### config.mk
export PLATFORM = sky130hd
export DESIGN_NAME = operand_bus_arbiter
export DESIGN_NICKNAME = d
export VERILOG_FILES = /design/src/rtl/operand_bus_pkg.sv /design/src/rtl/word_mux2.sv /design/src/rtl/operand_bus_arbiter.sv
export SDC_FILE = /design/constraint.sdc
export NUM_CORES = 1
export LEC_CHECK = 0
export CAP_MARGIN = 20
export CORE_MARGIN = 4
export CORE_UTILIZATION = 40
export CTS_CLUSTER_SIZE = 28
export DETAILED_ROUTE_END_ITERATION = 6
export PLACE_DENSITY = 0.81
export SLEW_MARGIN = 20
export SYNTH_ARGS = -nofsm -noshare
export SYNTH_HDL_FRONTEND = slang
export SYNTH_SLANG_ARGS = --single-unit
### constraint.sdc
create_clock -name clk -period 1.8 [get_ports clk]
set_clock_uncertainty 0.05 [all_clocks]
set_input_delay 0.36 -clock clk [delete_from_list [all_inputs] [get_ports clk]]
set_output_delay 0.36 -clock clk [all_outputs]
set_load 0.01 [all_outputs]
### src/rtl/operand_bus_pkg.sv
// Shared types and constants for the two-requester ALU operand bus arbiter.
package operand_bus_pkg;

    localparam int WIDTH_DEFAULT = 32;

    typedef enum logic {
        EMPTY = 1'b0,
        FULL  = 1'b1
    } state_e;

    localparam logic SRC_REQ0 = 1'b0;
    localparam logic SRC_REQ1 = 1'b1;

endpackage

### src/rtl/word_mux2.sv
// Two-input word select feeding the operand output register.
module word_mux2 #(
    parameter int WIDTH = 32
) (
    input  logic [WIDTH-1:0] a_i,
    input  logic [WIDTH-1:0] b_i,
    input  logic             sel_i,
    output logic [WIDTH-1:0] y_o
);

    assign y_o = sel_i ? b_i : a_i;

endmodule

### src/rtl/operand_bus_arbiter.sv
// Round-robin arbiter sharing one operand bus between two requesters, with a
// one-entry output register held until the ALU consumes it.
module operand_bus_arbiter
    import operand_bus_pkg::*;
#(
    parameter int WIDTH = WIDTH_DEFAULT
) (
    input  logic             clk,
    input  logic             rst_n,
    input  logic             req0_valid,
    input  logic [WIDTH-1:0] req0_data,
    output logic             req0_ready,
    input  logic             req1_valid,
    input  logic [WIDTH-1:0] req1_data,
    output logic             req1_ready,
    output logic             out_valid,
    output logic [WIDTH-1:0] out_data,
    output logic             out_src,
    input  logic             out_ready
);

    state_e           state_q, state_d;
    logic             last_grant_q, last_grant_d;
    logic [WIDTH-1:0] out_data_q, out_data_d;
    logic             out_src_q, out_src_d;
    logic             open_win;
    logic             grant0, grant1, xfer;
    logic [WIDTH-1:0] mux_word;

    // Readies are gated by rst_n so nothing is offered while reset is held.
    assign open_win = rst_n && ((state_q == EMPTY) || (state_q == FULL && out_ready));
    assign grant0   = open_win && req0_valid && (!req1_valid || last_grant_q == SRC_REQ1);
    assign grant1   = open_win && req1_valid && (!req0_valid || last_grant_q == SRC_REQ0);
    assign xfer     = grant0 || grant1;

    word_mux2 #(.WIDTH(WIDTH)) u_mux (
        .a_i   (req0_data),
        .b_i   (req1_data),
        .sel_i (grant1),
        .y_o   (mux_word)
    );

    always_comb begin
        state_d      = state_q;
        last_grant_d = last_grant_q;
        out_data_d   = out_data_q;
        out_src_d    = out_src_q;
        if (xfer) begin
            state_d      = FULL;
            out_data_d   = mux_word;
            out_src_d    = grant1 ? SRC_REQ1 : SRC_REQ0;
            last_grant_d = grant1 ? SRC_REQ1 : SRC_REQ0;
        end else if (state_q == FULL && out_ready) begin
            state_d = EMPTY;
        end
    end

    // last_grant resets to req1 so the first tie goes to req0.
    always_ff @(posedge clk or negedge rst_n) begin
        if (!rst_n) begin
            state_q      <= EMPTY;
            last_grant_q <= SRC_REQ1;
            out_data_q   <= '0;
            out_src_q    <= SRC_REQ0;
        end else begin
            state_q      <= state_d;
            last_grant_q <= last_grant_d;
            out_data_q   <= out_data_d;
            out_src_q    <= out_src_d;
        end
    end

    assign req0_ready = grant0;
    assign req1_ready = grant1;
    assign out_valid  = (state_q == FULL);
    assign out_data   = out_data_q;
    assign out_src    = out_src_q;

endmodule

Word level (Yosys, flattened, before mapping)
Index checks and enable logic that the tools add are counted.
{"block": "totals", "in_bits": 69, "reg_bits": 35, "out_inout_bits": 36}
{"block": "classes", "bitwise": 2, "n_mux": 4, "n_reduce_logical": 13}
{"op": "two-way mux 32 bit", "n": 1}
{"op": "logical AND 1 bit", "n": 6}
{"op": "logical OR 1 bit", "n": 4}
{"op": "two-way mux 1 bit", "n": 3}
{"op": "zero test 1 bit", "n": 2}
{"op": "NOT 1 bit", "n": 2}
{"op": "nonzero test 2 bit", "n": 1}

Depth between registers and ports, before layout
{"block": "logic_depth", "ltp_word": 7, "depth_mapped": 6, "mapped_depth_nobuf": 3}

Cells and area by module
Synthesis repeated with hierarchy kept, for this count alone.
{"block": "hier_totals", "hier_cells": 118, "area_unflattened_um2": 1905.6}
{"module": "operand_bus_arbiter", "seq_area_each_um2": 877.1, "area_per_inst_um2": 1361.3, "cells_each": 82, "n_inst": 1}
{"module": "word_mux2", "seq_area_each_um2": 0.0, "area_per_inst_um2": 544.3, "cells_each": 36, "n_inst": 1}

Worst setup path after synthesis
OpenSTA, ideal clock, no wires.
{"block": "synth_path", "path_type": "reg2out", "start": "reg state_q (netlist: out_valid)", "end": "out req1_ready", "arrival_time_ps": 1077, "n_path_buf": 1, "stages_incl_launch_ff": 4, "slack_ps": 313, "cell_sequence": "dfrtp_1 > nor2b_1 > buf_2 > nor3_1"}
{"block": "synth_between", "elab_chain_len": 5}
{"element": "start: declaration", "line_no": "operand_bus_arbiter.sv:22", "source": "state_e state_q, state_d;"}
{"element": "start signal: assignment", "line_no": "operand_bus_arbiter.sv:66", "source": "state_q <= state_d;"}
{"element": "logical AND 1 bit / NOT 1 bit (equally long branches)", "line_no": "operand_bus_arbiter.sv:31", "source": "assign open_win = rst_n && ((state_q == EMPTY) || (state_q == FULL && out_ready));"}
{"element": "logical OR 1 bit *", "line_no": "operand_bus_arbiter.sv:31"}
{"element": "logical AND 1 bit *", "line_no": "operand_bus_arbiter.sv:31"}
{"element": "logical AND 1 bit * (2 in series)", "line_no": "operand_bus_arbiter.sv:33", "source": "assign grant1 = open_win && req1_valid && (!req0_valid || last_grant_q == SRC_REQ0);"}
{"element": "end: declaration", "line_no": "operand_bus_arbiter.sv:15", "source": "output logic req1_ready,"}
Every way passes the cells marked *; elsewhere a longest branch is shown, timed or not.

Worst setup path after layout
{"block": "layout_path", "start": "in out_ready", "end": "out req0_ready"}
{"block": "layout_between", "elab_chain_len": 5}
{"element": "start: declaration", "line_no": "operand_bus_arbiter.sv:19", "source": "input logic out_ready"}
{"element": "logical AND 1 bit", "line_no": "operand_bus_arbiter.sv:31"}
{"element": "logical OR 1 bit", "line_no": "operand_bus_arbiter.sv:31"}
{"element": "logical AND 1 bit", "line_no": "operand_bus_arbiter.sv:31"}
{"element": "logical AND 1 bit (2 in series)", "line_no": "operand_bus_arbiter.sv:32", "source": "assign grant0 = open_win && req0_valid && (!req1_valid || last_grant_q == SRC_REQ1);"}
{"element": "end: declaration", "line_no": "operand_bus_arbiter.sv:12", "source": "output logic req0_ready,"}
Every way passes these cells.

==> run_results.csv <==
group,metric,value,unit
finish,layout-area-overhead-vs-synth,61.7,%
cts,cts_max_level,2,
floorplan,start_util,0.421,
finish,n_antenna_cell,0,
global_route,grt-ovfl-total,0,
global_route,grt_max_degree,43,
cts,numCtsBuffers,5,
logic_synthesis,synth_edf_count,0,
sta,maxSlewHeadroom,0.724,
detailed_routing,via_per_inst,6.11,
finish,fill_cells,428,
power,peakVddDrop,0.415,mV
logic_synthesis,synth_seq_cells,35,
sta,hold_violations,0,
logic_synthesis,syn_area_per_cell,9.52,um2
sta,period_share,0.952,
cts,insertion_delay,280,ps
critical_path,arrival,1300,ps
floorplan,ios,105,
critical_path,crit_path_end_kind,"output pin",
cts,cts_buffer_depth,2,
cts,clkSinkCount,35,
sta,drv_slew,0,
sta,min_period,1710,ps
finish,final_cell_mix,"99 x clkdlybuf4s50_1, 63 x a31oi_1, 34 x dfrtp_1",
cts,path_clk_slew,70,ps
critical_path,worstPathRequired,1390,ps
finish,final_nets,380,
finish,final_common_cell,"clkdlybuf4s50_1",
critical_path,path_class,"in2out",
global_route,grt_pass1_wl,10400,um
status,status,"completed",
floorplan,dieWidth,79.2,um
worst_hold_path,hold_path_class,"in2async",
critical_path,start_kind,"input port",
floorplan,dieArea,6270,um2
logic_synthesis,syn_inst,213,
logic_synthesis,netlist_area,2030,um2
run,drv_cap,0,
critical_path,critPathMaxFanout,2,
logic_synthesis,synth_flop_cell,"dfrtp_1",
logic_synthesis,syn_nets,282,
placed_design,gp_congestion,0.744,
logic_synthesis,ys_seq_area_frac,0.432,
global_route,antenna_found_initial,0,
sta,tightest_slew,414,ps
sta,fmax,584,MHz
global_route,grt_pass1_vias,2127,
placed_design,numPortBuffers,104,
finish,instances_no_fill,379,
global_route,grt_use_total,0.211,
detailed_routing,dr.pass1.iters,4,
cts,cts-root-buf,"clkbuf_8",
detailed_routing,wire_per_inst,17.7,um
sta,rsz0062_at_grt,"no",
placed_design,dpl.hpwl,4470,um
detailed_routing,ant_nets,0,
sta,setup_viol_count_final,0,
floorplan,rows,25,
logic_synthesis,synth_warnings,0,
power,p_leak,1.23,nW
detailed_routing,finalWirelength,6710,um
logic_synthesis,synthArstFlopShare,1.00,
power,power,2.70,mW
cts,tritoncts,"done",
detailed_routing,first_iter_violations,150,
finish,finish.utilization,0.681,
placed_design,placedCellCount,368,
detailed_routing,drc_errors,0,
floorplan,fp.dieH,79.2,um
finish,drive_gt1_frac,0.128,
detailed_routing,dr_total_vias,2315,
logic_synthesis,ys_types,23,
floorplan,core_area,4820,um2
power,powerDensity,824,nW/um2
-- where the power goes --
group	switching (mW)	internal, mW
Clock	0.277	0.349
Sequential	0.0855	0.943
Combinational	0.469	0.579
Total	0.832	1.87
-- cells in the mapped netlist (2+ instances only) --
cell      count  share of area
a21o_1        2         0.0074
a31oi_1      63           0.19
buf_2         8          0.020
buf_6         2          0.011
buf_8         3          0.022
clkbuf_1     20          0.037
dfrtp_1      34           0.42
inv_1         3         0.0056
nand4_1      32          0.099
o31ai_1      32           0.12
or2_1         2         0.0062
-- metal layers --
metal | global-route usage | up-vias | routed length [um]
li1 | - | 1068 | -
met1 | 0.268 | 1135 | 2740
met2 | 0.343 | 105 | 3260
met3 | 0.0612 | 7 | 611
met4 | 0.0756 | 0 | 99
met5 | 0 | - | 0
-- final timing paths --
kind | startpoint | to | slack (ps) | cells after the start
worst min-delay path | rst_n | out_data[16] | 70 | 2
max in group asynchronous | rst_n | last_grant_q | 870 | 3
worst max register to register | last_grant_q | out_data[20] | 160 | 5
min in group clk | out_src | out_src | 420 | 1
worst max-delay path | out_ready | req0_ready | 90 | 5
worst min register to register | out_src | out_src | 420 | 1
-- cell type report --
cell class,instances,area (um2),share of cell area
timing repair buffer,127,1260,0.383
multi-input combinational,139,950,0.290
sequential,35,877,0.267
clock buffer,8,100,0.0305
tap,67,83.8,0.0256
inverter,3,11.3,0.00343
-- kinds of logic (layout without fill, tap and decap cells) --
| kind of cell | Yosys count | after routing | share of synthesized area |
|---|---|---|---|
| AOI/OAI and AO/OA | 101 | 101 | 0.341 |
| buffers and inverters | 39 | 138 | 0.107 |
| and+or+nand+nor | 38 | 38 | 0.119 |
| DFF | 35 | 35 | 0.432 |
-- flip-flops by register name (all words and copies together), names as in the netlist --
name,count
out_data,32
out_valid,1
last_grant_q,1
out_src,1
-- metrics by stage --
step | TNS [ps] | worst slack, ps | cell area (um2) | hold WS [ps]
6_report | 0 | 87.2 | 3280 | 68.5
5_1_grt | 0 | 38.9 | 3280 | 90.2
4_1_cts | 0 | 23.1 | 3250 | 65.2
3_5_place_dp | -5570 | -451 | 3140 | 298
3_3_place_gp | -5050 | -452 | 3140 | 298
2_1_floorplan | 0 | 313 | 2030 | 14.4
-- critical path: stages --
cell and delay, ps:
clkdlybuf4s50_1 490, nand2b_2 140, o2111ai_2 120, inv_1 70, buf_2 120
-- what timing repair did --
action	4_1_cts	5_1_grt
pin swaps	1	3
gates resized for setup	10	5
hold endpoints to repair	5	0
endpoints found under the setup margin	2	11
setup buffers	0	2
hold buffers	1	0
No activity file was read; power rests on OpenSTA's default activity.
